==> config.mk <==
export PLATFORM = sky130hd
export DESIGN_NAME = rs_issue_sched
export DESIGN_NICKNAME = d
export VERILOG_FILES = /design/src/rtl/rs_issue_sched.sv
export SDC_FILE = /design/constraint.sdc
export NUM_CORES = 1
export LEC_CHECK = 0
export CORE_MARGIN = 8
export CORE_UTILIZATION = 44
export DETAILED_ROUTE_END_ITERATION = 16
export MAX_ROUTING_LAYER = met4
export PLACE_DENSITY = 0.81
export SETUP_SLACK_MARGIN = 0.4
export SLEW_MARGIN = 20
export SYNTH_ARGS = -nofsm -noshare
export SYNTH_HDL_FRONTEND = slang
export SYNTH_SLANG_ARGS = --single-unit
export TNS_END_PERCENT = 100
==> constraint.sdc <==
create_clock -name clock -period 14.4 [get_ports clock]
set_input_delay 1.44 -clock clock [delete_from_list [all_inputs] [get_ports clock]]
set_output_delay 1.44 -clock clock [all_outputs]
set_load 0.05 [all_outputs]
==> src/rtl/rs_issue_sched.sv <==
// rs_issue_sched: picks up to N ready RS entries per cycle, at most one multiply, with a non-pipelined multiplier busy tracker.
// Define RS_SCHED_RR_EN for a rotating scan start; otherwise the lowest index always wins.
module rs_issue_sched #(
    parameter int RS_SZ    = 16,
    parameter int N        = 2,
    parameter int MULT_LAT = 4
) (
    input  logic                       clock,
    input  logic                       reset,
    input  logic [RS_SZ-1:0]           rs_valid,
    input  logic [RS_SZ-1:0]           rs_ready,
    input  logic [RS_SZ-1:0]           rs_is_mult,
    input  logic                       b_mm_mispred,
    input  logic                       mult_kill,
    input  logic                       stall,
    output logic [RS_SZ-1:0]           rs_data_issuing,
    output logic [$clog2(N+1)-1:0]     num_issuing,
    output logic                       mult_busy
);
    localparam int PW = (RS_SZ > 1) ? $clog2(RS_SZ) : 1;
    localparam int NW = $clog2(N + 1);
    localparam int CW = $clog2(MULT_LAT + 1);
    typedef enum logic {IDLE, BUSY} state_t;
    state_t          state, state_n;
    logic [CW-1:0]   cnt, cnt_n;
    logic [RS_SZ-1:0] elig, grant;
    logic [PW-1:0]   ptr, idx;
    logic            blk, mult_taken, mult_grant;
    int              n_g;
    assign mult_busy = (state == BUSY);
    assign elig = rs_valid & rs_ready & (~rs_is_mult | {RS_SZ{~mult_busy}});
    assign blk = stall | b_mm_mispred | reset;
    // Rotating scan from ptr; a second multiply in the same cycle is skipped, not a scan stop.
    always_comb begin
        grant = '0;
        mult_taken = 1'b0;
        n_g = 0;
        idx = '0;
        for (int k = 0; k < RS_SZ; k++) begin
            idx = PW'((int'(ptr) + k) % RS_SZ);
            if (!blk && elig[idx] && n_g < N && !(rs_is_mult[idx] && mult_taken)) begin
                grant[idx] = 1'b1;
                n_g = n_g + 1;
                mult_taken = mult_taken | rs_is_mult[idx];
            end
        end
    end
    assign rs_data_issuing = grant;
    assign num_issuing = NW'($countones(grant));
    assign mult_grant = |(grant & rs_is_mult);
`ifdef RS_SCHED_RR_EN
    logic [PW-1:0] last;
    always_comb begin
        last = ptr;
        for (int k = 0; k < RS_SZ; k++) begin
            if (grant[PW'((int'(ptr) + k) % RS_SZ)]) last = PW'((int'(ptr) + k) % RS_SZ);
        end
    end
    always_ff @(posedge clock or posedge reset) begin
        if (reset) ptr <= '0;
        else if (|grant) ptr <= (last == PW'(RS_SZ - 1)) ? '0 : last + 1'b1;
    end
`else
    assign ptr = '0;
`endif
    always_ff @(posedge clock or posedge reset) begin
        if (reset) begin
            state <= IDLE;
            cnt <= '0;
        end else begin
            state <= state_n;
            cnt <= cnt_n;
        end
    end
    // Kill beats everything; the counter runs down in BUSY independent of stall.
    always_comb begin
        state_n = mult_kill ? IDLE : (state == IDLE) ? (mult_grant ? BUSY : IDLE) : (cnt == '0) ? IDLE : BUSY;
        cnt_n = mult_kill ? '0 : (state == IDLE) ? (mult_grant ? CW'(MULT_LAT - 1) : cnt) : (cnt == '0) ? '0 : cnt - 1'b1;
    end
endmodule

==> results.md, run 1 <==
* Worst Setup Start Kind: primary input
* Port bufs at between 70 and 80
* Net Count, Synth at 378
* WHS Endpoint: cnt[2]$_DFFE_PP0P_
* Final Critical Period at about 15 ns
* Hold Buf Count CTS at 0
* Crit path max-delay cell type: fa_1
* WS Path Type: primary input to output pin
* Cell taking the most area after synthesis: ha_1
* Peak VDD IR at 0.07666 mV
* Tot Pwr at approximately 0.2 mW
* DRC at 0
* Ys Warns at 0
* Die ar. at approximately 7800 um^2
* Root Driver: clkbuf_8
* Final Max Slew Viols at 0
* FF+latch count, synth at 4
* Worst reg2reg path depth at between 40 and 50
* Vias post-DR at between 4k and 5k
* Sequential-to-total area share from yosys stat at approximately 4.4%
* Distinct cells, synth at a little over 80
* Vias/cell at 7.078
* Top-area cell type share of the netlist area at between 7 and 8%
* Max incr delay on CP at between 0.5 and 0.6 ns
* Synth Cell Area at approximately 2300 um^2
* Clk sinks at 4
* P per Cell Area at approximately 41 nW/um^2
* Cells after synthesis at about 310
* Worst-path fanout max at 7
* Cell mode on critical path: ha_4
* Worst flop-to-flop path endpoint: cnt[1]$_DFFE_PP0P_
* Fin util at between 90% and 100%
* Min-delay worst type: register to register
* Initial antenna violation count at 0
* TritonRoute pass-1 iters at 6
* I/O Pins at 72
* Htree depth at 1
* Detailed-route wire length at between 15 and 20 mm
* Hold path start: cnt[2]$_DFFE_PP0P_
* Setup WS pre-CTS at -0.8846 ns
* Slew @ Worst Pin at approximately 0.90 ns
* Setup TNS at -0.9302 ns
* Synthesis-to-layout area growth at 104.7%
* Post-synth ARST share at 100.0%
* GRT overflow at 0
* RSZ-0062 raised after global routing: true
* Number of CTS-inserted buffers at 3
* Dpl cells at ~550
* Fin cells at 588
* Routed WL per cell at 26.83 um
* Worst endpoint required time at 12.96 ns
* Syn Area/Cell at 7.532 um^2
* Fin worst setup slack at -0.8348 ns
* Cell count of the worst hold path at 2
* Core Footprint at slightly above 5000 um^2
* Antenna Nets Post-Route at 0
* Layout Skew at 0.001433 ns
* Die X at slightly below 90 um
* CTS tree: built
* All-layer global routing usage at a little under a third
* Slew margin rel. at 39.44%
* First-pass GRT wire length at about 19 mm
* Final Hold Vio Count at 0
* Main area contributors after synthesis: ha_1 7.6%, nand2_1 5.6%, fa_1 5.2%
* Detail Placement HPWL at about 8.1 mm
* CTS max path bufs at 2
* Pin count of the biggest net entering global routing at 23
* Starting Density at approximately 45%
* Row cnt at 26
* Clock Pin Slew Worst Setup and Hold Paths at ~0.030 ns
* Die H at 88.26 um
* Skew-Pair Late Insertion Delay at 0.22 ns
* Data arrival, critical path at 13.79 ns
* Share of layout cells above drive strength 1 at 48.16%
* # setup viols final at 2
* Crit end category: output pin
* GPL Wtd Cong at roughly 0.96
* Top_reg_cell synth: dfrtp_1
* Final #Nets at approximately 590
* R2r startpoint: mult_busy$_DFF_PP0_
* Fin crit share at 105.8%
* R2R Setup Slk at 4.13 ns
* Number of max-cap violations at 0
* DR iter-0 viols at 641
* Number of global-route vias before repair at between 3k and 4k
* Status: finished, violations left
* EDFF count, synth at 0
* Failing checks: setup timing
* Achievable Freq at around 66 MHz
* P_leak at just over 2 nW
state kept, by name, indices dropped and copies added (netlist names):
signal / cells
mult_busy: 1
cnt: 3
synthesized netlist by cell type, drive strengths merged (6+ instances only):
library cell and n:
nand3 8, inv 26, a21oi 9, xor2 8, xnor2 10, a211oi 15
o21a 7, nor3 10, nand2 34, fa 6, nor2 19, ha 14
o21ai 23
cell usage in the layout, fill, tap and decap left out, drive strengths merged, types with 4 or more instances in the layout:
| master | count |
|---|---|
| ha | 14 |
| a31oi | 4 |
| clkbuf | 5 |
| nand2 | 34 |
| and4 | 5 |
| inv | 26 |
| o21a | 7 |
| nand4 | 4 |
| clkdlybuf4s50 | 60 |
| or2 | 4 |
| o211ai | 5 |
| a211oi | 15 |
| dfrtp | 4 |
| nor2 | 19 |
| o21ai | 23 |
| nand3 | 8 |
| fa | 6 |
| a21oi | 9 |
| buf | 149 |
| xor2 | 8 |
| nor3 | 10 |
| a21o | 5 |
| and2 | 4 |
| nand2b | 5 |
| and3 | 4 |
| xnor2 | 10 |
| o31ai | 5 |
| o211a | 4 |
critical path: cells and delay by family:
kind            cells  cell delay (ns)
buf+inv             9             0.99
compound gates     18             3.52
xor+xnor            7             1.39
simple gates       11             2.25
fa+ha+maj          13             4.18
how the worst max path moves through the flow:
stage,start,endpoint
2_1_floorplan,b_mm_mispred,num_issuing[1]
5_1_grt,b_mm_mispred,num_issuing[1]
6_report,b_mm_mispred,num_issuing[1]
3_3_place_gp,b_mm_mispred,num_issuing[1]
3_5_place_dp,b_mm_mispred,num_issuing[1]
4_1_cts,stall,num_issuing[1]
layout make-up:
cell class                 count  area [um^2]
multi-input combinational    269         2577
timing repair buffer         215         1795
fill                         181        372.9
sequential                     4        100.1
inverter                      26        97.59
tap                           70        87.58
clock buffer                   3        41.29
antenna                        1        2.502
repair_timing:
action	in CTS	in global routing
resized for setup	51	27
pin swaps	54	48
buffers inserted	16	15
endpoints found under the setup margin	2	2
kinds of logic (layout without fill, tap and decap cells):
logic type	count (synthesis)	after routing	share of synthesized area, %
buffers and inverters	32	244	5.719
AOI/OAI and AO/OA	120	120	43.74
xor gates and xnor gates	18	18	6.863
other	0	1	0
adders and majority gates	20	20	12.85
muxes	1	1	0.4357
DFF	4	4	4.357
and+or+nand+nor	110	110	26.03
stage by stage:
step / hold slack, ns / cell area, um^2
after CTS: 0.5625 / 4464
after floorplan: 0.5326 / 2504
after global placement: 0.5547 / 4136
final: 0.6328 / 4702
after global routing: 0.6425 / 4700
after detailed placement: 0.5586 / 4136
per-layer routing:
layer / routed length (um) / part of all wire (%) / vias up / track usage (%)
li1: - / - / 1605 / -
met1: 5280 / 33 / 1867 / 33.78
met2: 6826 / 43 / 481 / 53.90
met3: 2044 / 13 / 209 / 2.786
met4: 1625 / 10 / 0 / 17.20
met5: 0 / 0 / - / -
power breakdown:
group / internal [mW] / switching [mW] / total, mW
clock network: 0.0179 / 0.00656 / 0.0244
registers: 0.0123 / 0.00126 / 0.0136
logic: 0.0759 / 0.0809 / 0.157
(Power assumes the default switching activity.)
==> run 2: changes to the inputs <==
Settings changed: CORE_UTILIZATION 44 to 45, PLACE_DENSITY 0.81 to 0.8.
Clock period 14.4 ns to 18.54 ns, I/O delays scaled along.
==> run 2 against run 1 <==
The run now ends clean. Clock skew up 0.00075 ns. Clock power down 21%. Clock-buffer cell count unchanged. Register-to-register slack better by 3.4 ns. Via count down 34%. Critical endpoint unchanged.
==> results.md, run 2 (same netlist as run 1, synthesis figures left out) <==
* Synthesis-to-layout area growth at 39.43%
* Routed WL per cell at 16.64 um
* Number of max-cap violations at 0
* Commonest non-fill, non-tap cell in the layout: clkdlybuf4s50_1
* Achievable Freq at ~60 MHz
* Number of global-route vias before repair at approximately 2.9k
* Vias/cell at about 6.1
* Fin crit share at approximately 90%
* Port bufs at slightly above 70
* Share of layout cells above drive strength 1 at 12.93%
* Die ar. at roughly 7600 um^2
* Final Hold Vio Count at 0
* Htree depth at 1
* Data arrival, critical path at roughly 15 ns
* P per Cell Area at around 30 nW/um^2
* Die X at just under 90 um
* All-layer global routing usage at about a fifth
* Worst-path fanout max at 13
* Final #Nets at approximately 450
* WS Path Type: primary input to output pin
* Skew-Pair Late Insertion Delay at roughly 0.22 ns
* DR iter-0 viols at around 170
* Vias post-DR at 2743
* First-pass GRT wire length at about 13 mm
* Die H at 87.45 um
* Max incr delay on CP at ~0.50 ns
* I/O Pins at 72
* Worst reg2reg path depth at 46
* Detail Placement HPWL at around 6.4 mm
* RSZ-0062 raised after global routing: false
* Largest Register: cnt
* Ant. Diodes at 0
* Slew margin rel. at 43.54%
* Bufs and invs on worst path at 8
* GPL Wtd Cong at ~0.91
* Cell family contributing the most delay on the critical path: adder cells
* Final Critical Period at about 17 ns
* P_leak at roughly 1.3 nW
* Detailed-route wire length at around 7.5 mm
* Crit end category: output pin
* Cell mode on critical path: ha_1
* Root Driver: clkbuf_8
* Antenna Nets Post-Route at 0
* GRT overflow at 0
* CP Depth at 58
* Design Area, Final at 3203 um^2
* Slew @ Worst Pin at 0.8470 ns
* Initial antenna violation count at 0
* Max FFs per register at 3
* Cell count of the worst hold path at 2
* Status: finished, final reports clean
* Pin count of the biggest net entering global routing at 24
* Row cnt at 26
* Fin util at 63.94%
* Layout Skew at 0.002179 ns
* Clock Pin Slew Worst Setup and Hold Paths at around 0.03 ns
* Setup TNS at 0 ns
* Most frequent cells in the layout: 70 x clkdlybuf4s50_1, 34 x nand2_1, 25 x inv_1, 19 x o21ai_0, 18 x nor2_1
* Peak VDD IR at between 0.05 and 0.06 mV
* Worst endpoint required time at ~17 ns
* Core Footprint at between 5000 and 6000 um^2
* TritonRoute pass-1 iters at 5
* Min-delay worst type: register to register
* CTS max path bufs at 2
* Crit path max-delay cell type: fa_1
* CTS tree: built
* Cell area after placement at 3141 um^2
* Number of CTS-inserted buffers at 3
* Starting Density at 45.85%
* Final Max Slew Viols at 0
* DRC at 0
* Worst Setup Start Kind: primary input
* Clk sinks at 4
* # setup viols final at 0
run 2: changes by cell type in the layout (fill, tap and decap cells not counted), moves of 5 or more:
cell             before  now
clkdlybuf4s50_1      60   70
buf_4               144    6
inv_2                 6    1
ha_1                  5   14
o21ai_0              13   19
xnor2_1               3    9
ha_4                  9    0
inv_1                20   25
run 2: worst paths after layout:
path,endpoint,slack [ns],start
worst max-delay path,num_issuing[1],1.41,b_mm_mispred
worst min-delay path,cnt[2]$_DFFE_PP0P_,0.58,cnt[2]$_DFFE_PP0P_
worst max register to register,cnt[1]$_DFFE_PP0P_,7.57,mult_busy$_DFF_PP0_
worst min register to register,cnt[2]$_DFFE_PP0P_,0.58,cnt[2]$_DFFE_PP0P_
max in group asynchronous,cnt[0]$_DFFE_PP0P_,16.51,reset
min in group asynchronous,cnt[2]$_DFFE_PP0P_,1.88,reset
run 2: layer usage:
metal | part of all wire (%) | wire length (um) | up-vias | global-route usage (%)
li1 | - | - | 1332 | -
met1 | 43 | 3244 | 1255 | 25.01
met2 | 46 | 3474 | 134 | 34.57
met3 | 7.3 | 547 | 22 | 2.925
met4 | 2.8 | 206 | 0 | 8.125
met5 | 0 | 0 | - | -
run 2: worst register-to-register path, delay by kind of cell (launching register included):
family	cells	cell delay, ns
buf+inv	3	0.31
compound gates	26	5.80
flops	1	0.68
simple gates	5	0.63
fa+ha+maj	10	3.04
xor+xnor	2	0.43
run 2: report_power, final:
part,internal [mW],total (mW),switching (mW)
clock network,0.0139,0.0192,0.00525
logic,0.0295,0.0656,0.0361
registers,0.00954,0.0117,0.00217
run 2: layout make-up:
class	count	area, um^2
multi-input combinational	269	2123
fill	476	1807
timing repair buffer	77	753.2
sequential	4	100.1
inverter	26	97.59
tap	70	87.58
clock buffer	3	41.29
run 2: what timing repair did:
action,4_1_cts,5_1_grt
gates resized for setup,0,6
hold buffers,0,0
setup buffers,0,2
endpoints found under the setup margin,0,2
run 2: per-stage QoR:
stage / hold slack, ns / std cells / power [mW] / setup WS, ns
after floorplan: 0.5326 / 305 / 0.05221 / 0.4186
after global placement: 0.5564 / 444 / 0.07561 / 0.8706
after detailed placement: 0.5780 / 444 / 0.07705 / 0.6091
after CTS: 0.5884 / 447 / 0.09680 / 0.5626
after global routing: 0.6051 / 449 / 0.1042 / 0.4788
final: 0.5836 / 449 / 0.09644 / 1.409
==> run 3: changes to the inputs <==
Settings changed: CTS_CLUSTER_DIAMETER set to 30, REMOVE_ABC_BUFFERS set to 1, SETUP_SLACK_MARGIN 0.4 to 0.15.
==> run 3 against run 2 <==
Sequential share of layout area barely moved. Largest power group unchanged. Register-to-register slack improved by 0.34 ns. Critical path type unchanged. Die area did not move. Combinational power rose by 0.8%. Flip-flop and latch count did not move. Non-clock buffer count did not move.
==> results.md, run 3 (same netlist as run 1, synthesis figures left out) <==
* Status: finished, final reports clean
* Min-delay worst type: register to register
* Ant. Diodes at 0
* Detail Placement HPWL at just over 6 mm
* Root Driver: clkbuf_8
* Max FFs per register at 3
* Commonest non-fill, non-tap cell in the layout: clkdlybuf4s50_1
* Slew @ Worst Pin at 0.6149 ns
* Worst-path fanout max at 8
* Data arrival, critical path at approximately 15 ns
* Largest Register: cnt
* GRT overflow at 0
* Number of max-cap violations at 0
* Detailed-route wire length at ~7.5 mm
* Htree depth at 1
* Int Power at around 0.053 mW
* DR iter-0 viols at 264
* P_leak at about 1.3 nW
* Worst flop-to-flop path endpoint: mult_busy$_DFF_PP0_
* # setup viols final at 0
* Setup TNS at 0 ns
* Met3 wire len at about 540 um
* Design Area, Final at 3163 um^2
* Crit end category: output pin
* Clock power frac at around a fifth
* Dpl cells at between 400 and 500
* Cell mode on critical path: ha_1
* WHS Endpoint: cnt[2]$_DFFE_PP0P_
* Setup WS pre-CTS at 0.3731 ns
* Sw Share at between 40% and 50%
* Vias/cell at just over 6
* Antenna Nets Post-Route at 0
* RSZ-0062 raised after global routing: false
* CTS tree: built
* P per Cell Area at a little over 30 nW/um^2
* Crit path max-delay cell type: fa_1
* Synthesis-to-layout area growth at 37.69%
* I/O Pins at 72
* Core Footprint at 5010 um^2
* Worst endpoint required time at 16.69 ns
* Initial antenna violation count at 0
* WL met2 at approximately 3.4 mm
* Die ar. at between 7000 and 8000 um^2
* Starting Density at 45.85%
* DRC at 0
* Achievable Freq at 57.92 MHz
* Fill cells at roughly 450
* CTS max path bufs at 2
* Cell area after placement at between 3000 and 4000 um^2
* Final Critical Period at 17.27 ns
* Clock Pin Slew Worst Setup and Hold Paths at around 0.030 ns
* Cell count of the worst hold path at 2
* GPL Wtd Cong at roughly 0.94
* Peak VDD IR at roughly 0.040 mV
* First-pass GRT wire length at about 12 mm
* Die X at ~87 um
* Register Area at around 100 um^2
* Met1 Wirelength at 3.434 mm
* Hold path start: cnt[2]$_DFFE_PP0P_
* Combinational power share at between 60% and 70%
* Final Max Slew Viols at 0
* All-layer global routing usage at roughly 20%
* Share of layout cells above drive strength 1 at around an eighth
* Number of CTS-inserted buffers at 3
* R2R Setup Slk at 7.91 ns
* Port bufs at between 70 and 80
* Fin cells at 449
* Pin count of the biggest net entering global routing at 21
* Final #Nets at around 450
* Slew margin rel. at 58.66%
* Multi-input gate area at about 2100 um^2
* Number of global-route vias before repair at around 2.7k
* NetSw at approximately 0.043 mW
* TritonRoute pass-1 iters at 5
* Clk sinks at 4
* Max incr delay on CP at ~0.48 ns
* Layout Skew at ~0.0030 ns
* Vias post-DR at around 2.7k
* Hold Buf Count CTS at 0
* Top Metal Used: met4
* Worst Setup Start Kind: primary input
* Die H at slightly below 90 um
* Most frequent cells in the layout: 70 x clkdlybuf4s50_1, 34 x nand2_1, 25 x inv_1, 19 x o21ai_0, 19 x nor2_1
* Sequential share of power at a little over a tenth
* WS Path Type: primary input to output pin
* Fin worst setup slack at between 1 and 1.5 ns
* Final Hold Vio Count at 0
* R2r startpoint: mult_busy$_DFF_PP0_
* Worst reg2reg path depth at 48
* Row cnt at 26
* Fin util at 63.14%
* Fin crit share at 93.13%
* Skew-Pair Late Insertion Delay at around 0.22 ns
* Routed WL per cell at approximately 17 um
[run 3: cell counts in the layout (fill, tap and decap cells not counted)]
Identical to the previous run, type by type.
[run 3: layout make-up]
type / instances / area share (%)
flip-flops and latches: 4 / 3.165
multi-input cells: 269 / 65.94
well taps: 70 / 2.769
clock buffers: 3 / 1.305
inverters: 26 / 3.085
repair buffers: 77 / 23.73
[run 3: worst max-delay path by stage]
stage | from | end | slack (ns) | cells after the start
final | b_mm_mispred | num_issuing[1] | 1.27 | 60
after global routing | b_mm_mispred | num_issuing[1] | 0.23 | 59
after CTS | b_mm_mispred | num_issuing[1] | 0.26 | 60
after detailed placement | b_mm_mispred | num_issuing[1] | 0.37 | 60
after global placement | b_mm_mispred | num_issuing[1] | 0.64 | 60
after floorplan | b_mm_mispred | num_issuing[1] | -2.51 | 53
[run 3: power by group through the flow]
stage | clock network (mW) | logic, mW | registers [mW]
6_report | 0.0192 | 0.0661 | 0.0103
3_5_place_dp | 0 | 0.0653 | 0.0104
5_1_grt | 0.0201 | 0.0729 | 0.0104
2_1_floorplan | 0 | 0.0388 | 0.0119
4_1_cts | 0.0194 | 0.0657 | 0.0103
3_3_place_gp | 0 | 0.0644 | 0.0104
[run 3: layer usage]
layer	vias up	global-route usage, %
met5	-	-
met4	0	4.844
met3	12	3.019
met2	127	32.58
met1	1250	25.94
li1	1329	-
[run 3: per-stage QoR]
stage               total power, mW  hold WS, ns
finish                      0.09559       0.5791
global placement            0.07480       0.5550
floorplan                   0.05071       0.5326
CTS                         0.09541       0.5789
global route                 0.1034       0.6043
detailed placement          0.07569       0.5682
[run 3: timing repair]
action | CTS | global route
setup endpoints to repair | 0 | 2
buffers inserted | 0 | 1
resized for setup | 0 | 6
[run 3: critical path: cells and delay by family]
family	cells	cell delay (ns)
fa+ha+maj	14	4.78
simple gates	12	2.66
buf+inv	9	1.33
compound gates	19	3.68
xor+xnor	6	1.09
